File: src/rtl/lcd_score_sched.sv
// lcd_score_sched: sole writer of an LCD character FIFO that draws two team
// scores. After reset it paints the static labels "A:" (line 1) and "B:"
// (line 2), then redraws a two-digit score field whenever a team reports a
// change. Every FIFO word is followed by at least GAP cycles with no write.
//
// Ports
//   CLK        block clock, also the FIFO write clock
//   RST        synchronous reset, active low
//   REQ_A/B    single-cycle "score changed" pulses
//   SCORE_A/B  7-bit binary scores, sampled when the frame is granted
//   LCD_WR_EN  one-cycle FIFO write strobe
//   LCD_DATA   FIFO word: bit 8 = RS (1 char, 0 command), bits 7:0 = byte
//   BUSY       high whenever the scheduler is not idle
module lcd_score_sched #(
  parameter int unsigned GAP   = 200,
  parameter logic [6:0]  POS_A = 7'h03,
  parameter logic [6:0]  POS_B = 7'h43
) (
  input  logic       CLK,
  input  logic       RST,
  input  logic       REQ_A,
  input  logic       REQ_B,
  input  logic [6:0] SCORE_A,
  input  logic [6:0] SCORE_B,
  output logic       LCD_WR_EN,
  output logic [8:0] LCD_DATA,
  output logic       BUSY
);

  typedef enum logic [1:0] {
    S_INIT = 2'd0,
    S_IDLE = 2'd1,
    S_SEND = 2'd2,
    S_GAP  = 2'd3
  } state_t;

  localparam logic        GAP_ZERO = (GAP == 0);
  // The gap counter runs GAP-1 .. 0, so the GAP state lasts exactly GAP cycles.
  localparam logic [11:0] GAP_M1   = (GAP == 0) ? 12'd0 : 12'(GAP - 1);
  localparam logic        TEAM_A   = 1'b0;
  localparam logic        TEAM_B   = 1'b1;

  function automatic logic [8:0] init_word(input logic [2:0] idx);
    logic [8:0] w;
    case (idx)
      3'd0:    w = 9'h080;
      3'd1:    w = 9'h141;
      3'd2:    w = 9'h13A;
      3'd3:    w = 9'h0C0;
      3'd4:    w = 9'h142;
      3'd5:    w = 9'h13A;
      default: w = 9'h000;
    endcase
    return w;
  endfunction

  // Value is already saturated to 0..99 when it is latched.
  function automatic logic [8:0] frame_word(input logic [2:0] idx, input logic team,
                                            input logic [6:0] val);
    logic [6:0] tens;
    logic [6:0] units;
    logic [8:0] w;
    tens  = val / 7'd10;
    units = val - (tens * 7'd10);
    case (idx)
      3'd0:    w = {2'b01, ((team == TEAM_B) ? POS_B : POS_A)};
      3'd1:    w = (tens == 7'd0) ? 9'h120 : (9'h130 + {5'd0, tens[3:0]});
      3'd2:    w = 9'h130 + {5'd0, units[3:0]};
      default: w = 9'h000;
    endcase
    return w;
  endfunction

  function automatic logic [6:0] sat99(input logic [6:0] v);
    return (v > 7'd99) ? 7'd99 : v;
  endfunction

  state_t     state_q, state_d;
  logic [2:0] word_q, word_d;
  logic       init_q, init_d;
  logic       team_q, team_d;
  logic [6:0] val_q, val_d;
  logic [11:0] cnt_q, cnt_d;
  logic       pend_a_q, pend_a_d;
  logic       pend_b_q, pend_b_d;
  logic       last_q, last_d;
  logic       wr_en_q, wr_en_d;
  logic [8:0] data_q, data_d;
  logic       busy_q, busy_d;

  logic       adv_s;
  logic       last_word_s;
  logic       eff_pa_s;
  logic       eff_pb_s;
  logic       grant_now_s;
  logic       gnt_team_s;
  logic [2:0] nxt_word_s;

  // Grant arbitration: decision point is IDLE or the end of the last gap of a frame.
  always_comb begin
    nxt_word_s  = word_q + 3'd1;
    last_word_s = init_q ? (word_q == 3'd5) : (word_q == 3'd2);
    adv_s       = ((state_q == S_SEND) && GAP_ZERO) ||
                  ((state_q == S_GAP) && (cnt_q == 12'd0));
    // Finishing the label sequence makes both score fields pending.
    eff_pa_s    = pend_a_q | (adv_s & last_word_s & init_q);
    eff_pb_s    = pend_b_q | (adv_s & last_word_s & init_q);
    if (eff_pa_s && eff_pb_s) begin
      gnt_team_s = ~last_q;
    end else begin
      gnt_team_s = eff_pb_s ? TEAM_B : TEAM_A;
    end
    grant_now_s = (eff_pa_s | eff_pb_s) &&
                  ((state_q == S_IDLE) || (adv_s && last_word_s));
  end

  // Next-state, next-word and output register inputs.
  always_comb begin
    state_d = state_q;
    word_d  = word_q;
    init_d  = init_q;
    team_d  = team_q;
    val_d   = val_q;
    cnt_d   = cnt_q;
    last_d  = last_q;
    wr_en_d = 1'b0;
    data_d  = data_q;
    if (grant_now_s) begin
      state_d = S_SEND;
      wr_en_d = 1'b1;
      data_d  = frame_word(3'd0, gnt_team_s, 7'd0);
      word_d  = 3'd0;
      init_d  = 1'b0;
      team_d  = gnt_team_s;
      last_d  = gnt_team_s;
      val_d   = sat99((gnt_team_s == TEAM_B) ? SCORE_B : SCORE_A);
    end else if (adv_s && !last_word_s) begin
      state_d = S_SEND;
      wr_en_d = 1'b1;
      word_d  = nxt_word_s;
      data_d  = init_q ? init_word(nxt_word_s) : frame_word(nxt_word_s, team_q, val_q);
    end else if (adv_s) begin
      state_d = S_IDLE;
      init_d  = 1'b0;
    end else begin
      case (state_q)
        S_INIT: begin
          state_d = S_SEND;
          wr_en_d = 1'b1;
          init_d  = 1'b1;
          data_d  = init_word(word_q);
        end
        S_SEND: begin
          state_d = S_GAP;
          cnt_d   = GAP_M1;
        end
        S_GAP:   cnt_d   = cnt_q - 12'd1;
        S_IDLE:  state_d = S_IDLE;
        default: state_d = S_INIT;
      endcase
    end
  end

  // Pending flags: a request at the same edge as a grant clear wins.
  always_comb begin
    pend_a_d = REQ_A | (eff_pa_s & ~(grant_now_s & (gnt_team_s == TEAM_A)));
    pend_b_d = REQ_B | (eff_pb_s & ~(grant_now_s & (gnt_team_s == TEAM_B)));
    busy_d   = (state_d != S_IDLE);
  end

  // State and output registers with synchronous active-low reset.
  always_ff @(posedge CLK) begin
    if (!RST) begin
      state_q  <= S_INIT;
      word_q   <= 3'd0;
      init_q   <= 1'b1;
      team_q   <= TEAM_A;
      val_q    <= 7'd0;
      cnt_q    <= 12'd0;
      pend_a_q <= 1'b0;
      pend_b_q <= 1'b0;
      last_q   <= TEAM_B;
      wr_en_q  <= 1'b0;
      data_q   <= 9'h000;
      busy_q   <= 1'b1;
    end else begin
      state_q  <= state_d;
      word_q   <= word_d;
      init_q   <= init_d;
      team_q   <= team_d;
      val_q    <= val_d;
      cnt_q    <= cnt_d;
      pend_a_q <= pend_a_d;
      pend_b_q <= pend_b_d;
      last_q   <= last_d;
      wr_en_q  <= wr_en_d;
      data_q   <= data_d;
      busy_q   <= busy_d;
    end
  end

  assign LCD_WR_EN = wr_en_q;
  assign LCD_DATA  = data_q;
  assign BUSY      = busy_q;

endmodule

File: config.mk
export PLATFORM = sky130hd
export DESIGN_NAME = lcd_score_sched
export DESIGN_NICKNAME = d
export VERILOG_FILES = /design/src/rtl/lcd_score_sched.sv
export SDC_FILE = /design/constraint.sdc
export NUM_CORES = 1
export LEC_CHECK = 0
export BUFFER_PORTS_ARGS = -buffer_cell sky130_fd_sc_hd__buf_2
export CORE_ASPECT_RATIO = 1.25
export CORE_MARGIN = 2
export CORE_UTILIZATION = 25
export DETAILED_ROUTE_END_ITERATION = 8
export GPL_TIMING_DRIVEN = 0
export PLACE_DENSITY = 0.43
export SLEW_MARGIN = 0
export SYNTH_ARGS = -nofsm -noshare
export SYNTH_HDL_FRONTEND = slang
export SYNTH_SLANG_ARGS = --single-unit
File: constraint.sdc
create_clock -name CLK -period 4.4 [get_ports CLK]
set_input_delay 0.44 -clock CLK [delete_from_list [all_inputs] [get_ports CLK]]
set_output_delay 0.44 -clock CLK [all_outputs]
set_load 0.01 [all_outputs]
[Word level (Yosys, flattened, before mapping)]
Index checks and enable logic that the tools add are counted.
Cells by class
  $add $sub $neg: 5
  $mul: 1
  div/mod/pow operators: 1
  $lt $le $gt $ge: 1
  eq/ne operators: 17
  muxes and demuxes: 29
  bitwise operators: 19
  reduce and logical (&&, ||, !) cells: 23
Operators by type and width (number)
  $pmux W9 S5: 2
  $mux W9: 5
  $mux W7: 4
  $pmux W9 S3: 1
  $pmux W12 S2: 1
  $add A9 B4 Y9 const A: 2
  $eq A3 B2 Y1 const B: 4
  $eq A3 B3 Y1 const B: 4
  $logic_not A12 Y1: 1
  $sub A12 B1 Y12 const B: 1
  $mux W1: 11
  $mux W8: 1
  $not A1 Y1: 8
  $div A7 B4 Y7 const B: 1
  $gt A7 B7 Y1 const B: 1
  $logic_not A7 Y1: 1
  $mul A7 B3 Y3 const B: 1
  $and A1 B1 Y1: 6
  $eq A3 B1 Y1 const B: 2
  $logic_not A3 Y1: 2
  $mux W2: 3
  $pmux W2 S3: 1
  $reduce_and A2 Y1: 3
  $reduce_bool A3 Y1: 2
  15 further kinds: 28
Word-level totals
  register bits after elaboration: 40
  bits of input ports: 18
  output and inout bits: 11
  word-level logic and storage cells: 109

[Logic depth before layout (Yosys ltp)]
Gate-level depths: netlist (run 1).
  depth after elaboration: 12
  depth in mapped cells: 17
  depth with buffers taken out: 15

[Worst setup path before layout (run 1)]
OpenSTA, ideal clock, no wires.
  kind: register to register
  from: register val_q[4]
  to: register data_q[3] (netlist: LCD_DATA[3])
  library setup time: 91 ps
  arrival time: 3948 ps
  required time: 4309 ps
  setup slack: 361 ps
  cell stages (with the launch flop): 17
  buffers on the path: 2
  period minus slack after synthesis: 4039 ps
  cell sequence: dfxtp_1 > clkbuf_1 > inv_1 > ha_1 > clkbuf_1 > o21a_1 > a211oi_1 > o32ai_1 > a211oi_1 > ha_1 > a22oi_1 > or2_2 > ha_1 > fa_1 > xnor2_1 > or4_1 > a311oi_1
Between the ends
  longest elaborated chain between the ends: 8
  elaborated cells on any way between the ends: 11
  classes of those cells: add/sub (3); mul (1); div (1); mux (5); reduce/logical (1)
RTL lines
  start, declared: line 82  | logic [6:0] val_q, val_d;
  start signal, assigned: line 191  | val_q <= val_d;
  $div A7 B4 Y7 *: line 63  | tens = val / 7'd10;
  $mul A7 B3 Y3: line 64  | units = val - (tens * 7'd10);
  $sub A4 B4 Y4: line 64
  $add A9 B4 Y9: line 68  | 3'd2: w = 9'h130 + {5'd0, units[3:0]};
  $pmux W9 S3 *: line 65  | case (idx)
  $mux W9 *: line 141  | data_d = init_q ? init_word(nxt_word_s) : frame_word(nxt_word_s, team_q, val_q);
  $mux W9 *: line 137  | end else if (adv_s && !last_word_s) begin
  $mux W8 *: line 128  | if (grant_now_s) begin
  end signal, assigned: line 197  | data_q <= data_d;
  end, declared: line 88  | logic [8:0] data_q, data_d;
Every way passes the cells marked *; elsewhere a longest branch is shown, timed or not.
A chain may end at the register's enable or synchronous reset.

[Worst setup path in the final report (run 1)]
  from: register val_q[5]
  to: register data_q[3] (netlist: LCD_DATA[3])
The elaborated chain is that of the path after synthesis.

==> results by group, run 1 <==
Logic synthesis
  – Mapped Nets: 386
  – Mapped Area: 0.00272 mm^2
  – Main area contributors after synthesis: dfxtp_1 (29%), ha_1 (6.0%), a21oi_1 (5.5%)
  – Count of state elements after synthesis: 40
  – Count of flip-flops with a built-in enable after synthesis: 0
  – Syn Area/Cell: 7.67 um^2
  – Cells after Synth: 354
  – Fraction of registers with async set or reset after synthesis: 0
  – Top cell type's share of synthesized area: 0.295
  – Register area share after synthesis: 0.295
  – Cell taking the most area after synthesis: dfxtp_1
  – Yosys warnings: 0
  – Synth unique cells: 64
  – Top FF cell, synth: dfxtp_1

Floorplanning
  – Die H: 121 um
  – Row count: 42
  – Initial Util: 0.257
  – Ports: 29
  – Core area: 0.0106 mm^2
  – Die Wd: 97.2 um
  – Die area: 0.0117 mm^2

Placement
  – GP Congestion: 0.841
  – HPWL after detailed placement: 6110 um
  – IO buf count: 27
  – Inst Count DP: 513

Clocking
  – CTS Buf Count: 5
  – CTS HTree Levels: 2
  – Hold Buf Count CTS: 0
  – Max Buffers Root-to-Sink: 2
  – CTS tree: done
  – Clock Tree Root: clkbuf_16
  – Skew-Pair Late Insertion Delay: 0.29 ns
  – CTS Sinks: 40
  – Register clock-pin slew on the reported worst setup and hold paths: 0.06 ns

Route
  – Via/cell ratio: 5.14
  – Initial DRC Count: 144
  – Antenna viol nets, final: 0
  – Final wirelength: 7910 um
  – Post-route DRC: 0
  – WL/cell: 15.2 um
  – 1st-pass router iterations: 4
  – Total number of vias: 2683

Critical path
  – Worst-path cell chain: buf_2, inv_1, ha_1, or3_1, a21oi_1, o32ai_1, a211oi_2, ha_1, a22oi_1, or2_2, ha_1, fa_1, xnor2_1, or4_1, a311oi_1
  – Crit path buf inv count: 2
  – Slowest-stage cell, CP: or4_1
  – Worst EP arrival: 4.33 ns
  – Worst setup SP type: register
  – Top Family by Delay on Critical Path: simple AND/OR/NAND/NOR gates
  – CP endpoint kind: register
  – Crit path top cell by count: ha_1
  – WP data required: 4.59 ns
  – Crit Path Max Fanout: 10
  – CP peak stage delay: 0.47 ns
  – Critical path class: reg -> reg

Final layout
  – Final Non-Filler Cells: 522
  – P&R area growth vs syn: 17.8%
  – Layout cell share with drive strength beyond 1: 0.154
  – Antenna fix cells: 0
  – Nets@finish: 421

Global route
  – Global-route usage over all layers: 0.138
  – Routing usage on met3: 0.0214
  – First-pass GRT wire length: 13200 um
  – Top Usage Layer GRT: met2
  – GR met2 Demand/Resource: 0.247
  – GR met1 Demand/Resource: 0.170
  – Largest net degree at the start of global routing: 14
  – Total gr overflow: 0
  – Initial antenna violation count: 0
  – Vias in the first global route: 2606

STA
  – Hold Fails Final Rpt: 0
  – Crit path time final: 4.14 ns
  – Fin crit share: 0.941
  – Max Slew Vio Count: 0
  – Setup-failing EPs final: 0
  – RSZ-0062 raised after global routing: no
  – Final hold slack: 0.367 ns
  – Fin Clk Skew: 0.00747 ns
  – Fmax achieved: 242 MHz
  – Slew @ Worst Pin: 0.683 ns
  – Max-Slew Margin vs Limit: 0.540

Power
  – Static leakage: 0.00119 uW
  – Power Dens Cells: 320 mW/mm^2
  – Maximum vdd drop: 0.126 mV

Flow run
  – Max_cap viols: 0

Status
  – Outcome: complete, no violations

Worst hold path
  – Min-delay worst type: in -> reg
-- cells in the final DEF, fill, tap and decap left out, drive strengths merged, types with 4 or more instances in the layout --
cell type | netlist | routed
buf | 4 | 33
nand2 | 39 | 39
nor2b | 6 | 6
o31ai | 6 | 6
nor4 | 6 | 6
nand3 | 12 | 12
nand4 | 4 | 4
clkbuf | 15 | 19
a211oi | 6 | 6
xnor2 | 7 | 7
nor2 | 33 | 33
o21a | 5 | 5
or3 | 4 | 4
a21oi | 30 | 30
inv | 19 | 19
ha | 13 | 13
o22ai | 4 | 4
a31oi | 8 | 8
o21ai | 28 | 28
nor3 | 9 | 9
dfxtp | 40 | 40
-- worst min-delay path, stage by stage --
cell and delay [ns]:
buf_2 0.08, nor2_1 0.03, nor2_1 0.07
-- per-layer routing --
| layer | vias up | part of all wire |
|---|---|---|
| met3 | 9 | 0.028 |
| met2 | 42 | 0.51 |
| met4 | 0 | 0.013 |
| met5 | - | 0 |
| met1 | 1272 | 0.45 |
| li1 | 1360 | - |
-- per-stage QoR --
step	TNS [ns]	util	area [um^2]	setup slack [ns]	total power, uW
4_1_cts	0	0.301	3180	0.0223	1030
2_1_floorplan	0	-	2720	0.361	594
3_3_place_gp	-0.208	0.285	3020	-0.205	661
5_1_grt	0	0.303	3200	0.0161	1090
6_report	0	0.303	3200	0.261	1020
3_5_place_dp	-0.367	0.285	3020	-0.305	664
-- Yosys cell counts, types with 5 or more instances --
cell and number:
a211oi_1 6, a21oi_1 30, a31oi_1 8, clkbuf_1 15, dfxtp_1 40, ha_1 13, inv_1 19, nand2_1 39
nand3_1 12, nor2_1 33, nor2b_1 6, nor3_1 9, nor4_1 5, o21a_1 5, o21ai_0 19, o21ai_1 7
o31ai_1 6, xnor2_1 7
-- final timing paths --
kind | from | endpoint | slack, ns | cells past startpoint
min | REQ_A | pend_a_q$_SDFF_PN0_ | 0.37 | 3
max reg2reg | val_q[5]$_SDFFE_PN0P_ | LCD_DATA[3]$_SDFFE_PN0P_ | 0.26 | 15
max | val_q[5]$_SDFFE_PN0P_ | LCD_DATA[3]$_SDFFE_PN0P_ | 0.26 | 15
min reg2reg | LCD_DATA[2]$_SDFFE_PN0P_ | LCD_DATA[2]$_SDFFE_PN0P_ | 0.45 | 2
-- cells by family (layout without fill, tap and decap cells) --
family,after synthesis,after routing,share of synthesized area
buffers and inverters,38,74,0.0567
DFF,40,40,0.295
and+or+nand+nor,135,135,0.250
adders and majority gates,14,14,0.0673
AOI/OAI and AO/OA,116,116,0.294
xor gates and xnor gates,9,9,0.0290
muxes,2,2,0.00783
-- report_power, final --
| group | switching [uW] | leakage (uW) | total (uW) | internal, uW |
|---|---|---|---|---|
| clock network | 153 | 0.0000736 | 362 | 209 |
| logic | 151 | 0.000786 | 253 | 102 |
| registers | 23.1 | 0.000327 | 410 | 387 |
| total | 327 | 0.00119 | 1020 | 698 |
-- cell type report --
class | instances | area [um^2]
multi-input cells | 276 | 1780
fillers | 1157 | 7360
repair buffers | 29 | 150
clock buffers | 5 | 125
inverters | 19 | 71.3
plain buffers | 18 | 82.6
well taps | 132 | 165
clock inverters | 3 | 18.8
flip-flops and latches | 40 | 801
-- flip-flops by register name (all words and copies together), names as in the netlist --
signal and count:
pend_b_q 1, state_q 2, pend_a_q 1, init_q 1, word_q 3, team_q 1, BUSY 1, cnt_q 12
LCD_WR_EN 1, val_q 7, LCD_DATA 9, last_q 1
-- what timing repair did --
| item | 4_1_cts | 5_1_grt |
|---|---|---|
| endpoints found under the setup margin | 2 | 3 |
| setup buffers | 1 | 1 |
| resized for setup | 4 | 4 |
| pin swaps | 1 | 1 |
Note: power is estimated with default switching activity, not from simulation.
==> run 2, diff against run 1 <==
Settings changed: ABC_AREA from default to 1, BUFFER_PORTS_ARGS -buffer_cell sky130_fd_sc_hd__buf_2 to default, DONT_BUFFER_PORTS from default to 1, PLACE_DENSITY 0.43 to 0.4.
==> run 2 against run 1 <==
Against the previous run:
- combinational power rose by 17%
- cell area fell by 14%
- final cell count fell by 5.4%
- critical path type unchanged
==> results by group, run 2 <==
Global route
  – Global-route usage over all layers: 0.125 (-0.0125)
  – Total gr overflow: 0 (unchanged)
  – Vias in the first global route: 2245 (-14%)
  – Initial antenna violation count: 0 (unchanged)
  – First-pass GRT wire length: 10500 um (-21%)
  – Largest net degree at the start of global routing: 13 (-1)

Final layout
  – Commonest cells after routing, fill and taps aside: nand2_1 (82), inv_1 (49), dfxtp_1 (40), nor2_1 (38), a21oi_1 (27)
  – Nets@finish: 399 (-5.2%)
  – Final Non-Filler Cells: 494 (-5.4%)
  – Layout cell share with drive strength beyond 1: 0.0978 (-0.0560)
  – P&R area growth vs syn: 12.6%
  – Antenna fix cells: 0 (unchanged)
  – Most flop-heavy register: cnt_q
  – Commonest non-fill, non-tap cell in the layout: nand2_1
  – Fill cells: 1075 (-7.1%)
  – Max reg flops: 12 (unchanged)

STA
  – Setup TNS: 0 ns (unchanged)
  – Setup-failing EPs final: 0 (unchanged)
  – Max-Slew Margin vs Limit: 0.658 (+0.118)
  – Slew @ Worst Pin: 0.513 ns (-0.170 ns)
  – Fmax achieved: 273 MHz (+13%)
  – RSZ-0062 raised after global routing: no
  – Hold Fails Final Rpt: 0 (unchanged)
  – Fin Clk Skew: 0.00615 ns (-0.00132 ns)
  – Max Slew Vio Count: 0 (unchanged)
  – Crit path time final: 3.66 ns (-0.479 ns)
  – Fin crit share: 0.832 (-0.109)

Placement
  – GP Congestion: 0.909 (+8.1%)
  – Inst Count DP: 486 (-5.3%)
  – HPWL after detailed placement: 5010 um (-18%)
  – IO buf count: 0 (-100%)

Clocking
  – Max Buffers Root-to-Sink: 2 (unchanged)
  – Post-cts sizing count: 0 (-4)
  – CTS HTree Levels: 2 (unchanged)
  – Register clock-pin slew on the reported worst setup and hold paths: 0.06 ns (about the same)
  – Skew-Pair Late Insertion Delay: 0.29 ns (about the same)
  – CTS tree: done
  – Setup bufs post-CTS: 0 (-1)
  – CTS Buf Count: 5 (unchanged)
  – Clock Tree Root: clkbuf_16
  – CTS Sinks: 40 (unchanged)
  – Hold Buf Count CTS: 0 (unchanged)

Logic synthesis
  – Post-synth top cells: nand2_1 (82), inv_1 (49), dfxtp_1 (40)
  – Syn Area/Cell: 6.78 um^2 (-12%)
  – Main area contributors after synthesis: dfxtp_1 (33%), nand2_1 (13%), inv_1 (7.5%)
  – Mapped Nets: 392 (+1.6%)
  – Fraction of registers with async set or reset after synthesis: 0 (unchanged)
  – Top FF cell, synth: dfxtp_1
  – Top cell type's share of synthesized area: 0.328 (+0.0333)
  – Yosys warnings: 0 (unchanged)
  – Cell taking the most area after synthesis: dfxtp_1
  – Count of flip-flops with a built-in enable after synthesis: 0 (unchanged)
  – Register area share after synthesis: 0.328 (+0.0333)
  – Count of state elements after synthesis: 40 (unchanged)
  – Count leader, synth: nand2_1
  – Mapped Area: 0.00244 mm^2 (-10%)
  – Synth unique cells: 37 (-42%)
  – Cells after Synth: 360 (+1.7%)

Critical path
  – Critical path class: reg -> reg
  – Top Family by Delay on Critical Path: simple AND/OR/NAND/NOR gates
  – Slowest-stage cell, CP: fa_1
  – CP peak stage delay: 0.38 ns (-0.09 ns)
  – Worst EP arrival: 3.82 ns (-0.51 ns)
  – CP endpoint kind: register
  – WP data required: 4.56 ns (-0.03 ns)
  – Worst setup SP type: register
  – Crit path buf inv count: 2 (unchanged)
  – Crit Path Max Fanout: 5 (-5)

Floorplanning
  – Core area: 0.00956 mm^2 (-9.5%)
  – Die area: 0.0106 mm^2 (-9.8%)
  – Ports: 29 (unchanged)
  – Initial Util: 0.255 (-0.00181)
  – Die H: 114 um (-5.0%)
  – Row count: 40 (-4.8%)
  – Die Wd: 92.4 um (-5.0%)

Route
  – WL/cell: 12.6 um (-17%)
  – Total number of vias: 2233 (-17%)
  – DR WL met3: 160 um (-27%)
  – Highest routed layer: met4
  – Initial DRC Count: 60 (-58%)
  – Via/cell ratio: 4.52 (-12%)
  – Met2 Wirelength: 3090 um (-23%)
  – Final wirelength: 6240 um (-21%)
  – Antenna viol nets, final: 0 (unchanged)
  – Post-route DRC: 0 (unchanged)
  – WL met1: 2740 um (-23%)
  – 1st-pass router iterations: 4 (unchanged)

Flow run
  – Max_cap viols: 0 (unchanged)

Power
  – Pint: 732 uW (+4.9%)
  – Comb pwr share: 0.265 (+0.019)
  – Seq pwr share: 0.399 (about the same)
  – Maximum vdd drop: 0.145 mV (+15%)
  – Switching power: 381 uW (+17%)
  – Clock network fraction of total power: 0.337 (-0.016)
  – Total chip power: 1110 uW (+8.6%)
  – Power Dens Cells: 405 mW/mm^2 (+26%)
  – Static leakage: 0.00126 uW (+6.4%)
  – Sw Ratio: 0.342 (+0.0233)

Status
  – Outcome: complete, no violations

Worst hold path
  – Min-delay worst type: in -> reg
==> run 2: changes by cell type after synthesis, moves of 5 or more <==
cell	before	now
a211oi_1	6	0
clkbuf_1	15	2
inv_1	19	49
nand2_1	39	82
nand2_2	0	9
nand3_1	12	24
nor2_1	33	38
nor2b_1	6	0
nor3_1	9	4
o21a_1	5	0
o21ai_1	7	1
o31ai_1	6	1
xnor2_1	7	1
==> run 2: final timing paths <==
| check | end | start | depth (start not counted) | slack [ns] |
|---|---|---|---|---|
| max | LCD_DATA[3]$_SDFFE_PN0P_ | val_q[5]$_SDFFE_PN0P_ | 26 | 0.74 |
| min reg2reg | cnt_q[0]$_SDFFE_PN0P_ | cnt_q[0]$_SDFFE_PN0P_ | 1 | 0.46 |
| max reg2reg | LCD_DATA[3]$_SDFFE_PN0P_ | val_q[5]$_SDFFE_PN0P_ | 26 | 0.74 |
| min | pend_b_q$_SDFF_PN0_ | REQ_B | 2 | 0.26 |
==> run 2: routing by layer <==
layer  global-route usage  up-vias
met5                    0        -
met4               0.0697        0
met3               0.0270       15
met2                0.220       21
met1                0.139     1006
li1                     -     1191
==> run 2: final cells by class <==
class	count	area (um^2)	share of cell area
Buffer	3	15.0	0.00546
Clock buffer	7	143	0.0519
Inverter	53	199	0.0724
Sequential cell	40	801	0.291
Tap cell	126	158	0.0574
Clock inverter	1	7.51	0.00273
Multi-Input combinational cell	264	1430	0.519
==> run 2: power groups by stage <==
stage                     clock (uW)  combinational [uW]  sequential (uW)
after floorplan                    0                 237              441
after global placement             0                 298              451
after detailed placement           0                 298              452
after CTS                        385                 300              444
after global routing             400                 339              450
final                            375                 295              444
==> run 2: cells by family (layout without fill, tap and decap cells) <==
group / count (synthesis) / in the layout / synth area share
AND/OR/NAND/NOR: 171 / 171 / 0.312
buffers and inverters: 56 / 64 / 0.0877
flip-flops: 40 / 40 / 0.328
AO/OA/AOI/OAI: 72 / 72 / 0.169
adder cells (fa/ha/maj): 14 / 14 / 0.0749
multiplexers: 5 / 5 / 0.0205
XOR/XNOR: 2 / 2 / 0.00718
==> run 2: metrics by stage <==
stage               setup slack [ns]  instance area, um^2  utilization  hold slack [ns]
finish                         0.741                 2750        0.287            0.258
global route                   0.378                 2750        0.287            0.264
CTS                            0.711                 2750        0.287            0.252
detailed placement             0.748                 2600        0.272            0.451
global placement               0.730                 2600        0.272            0.448
floorplan                       1.17                 2440            -            0.431
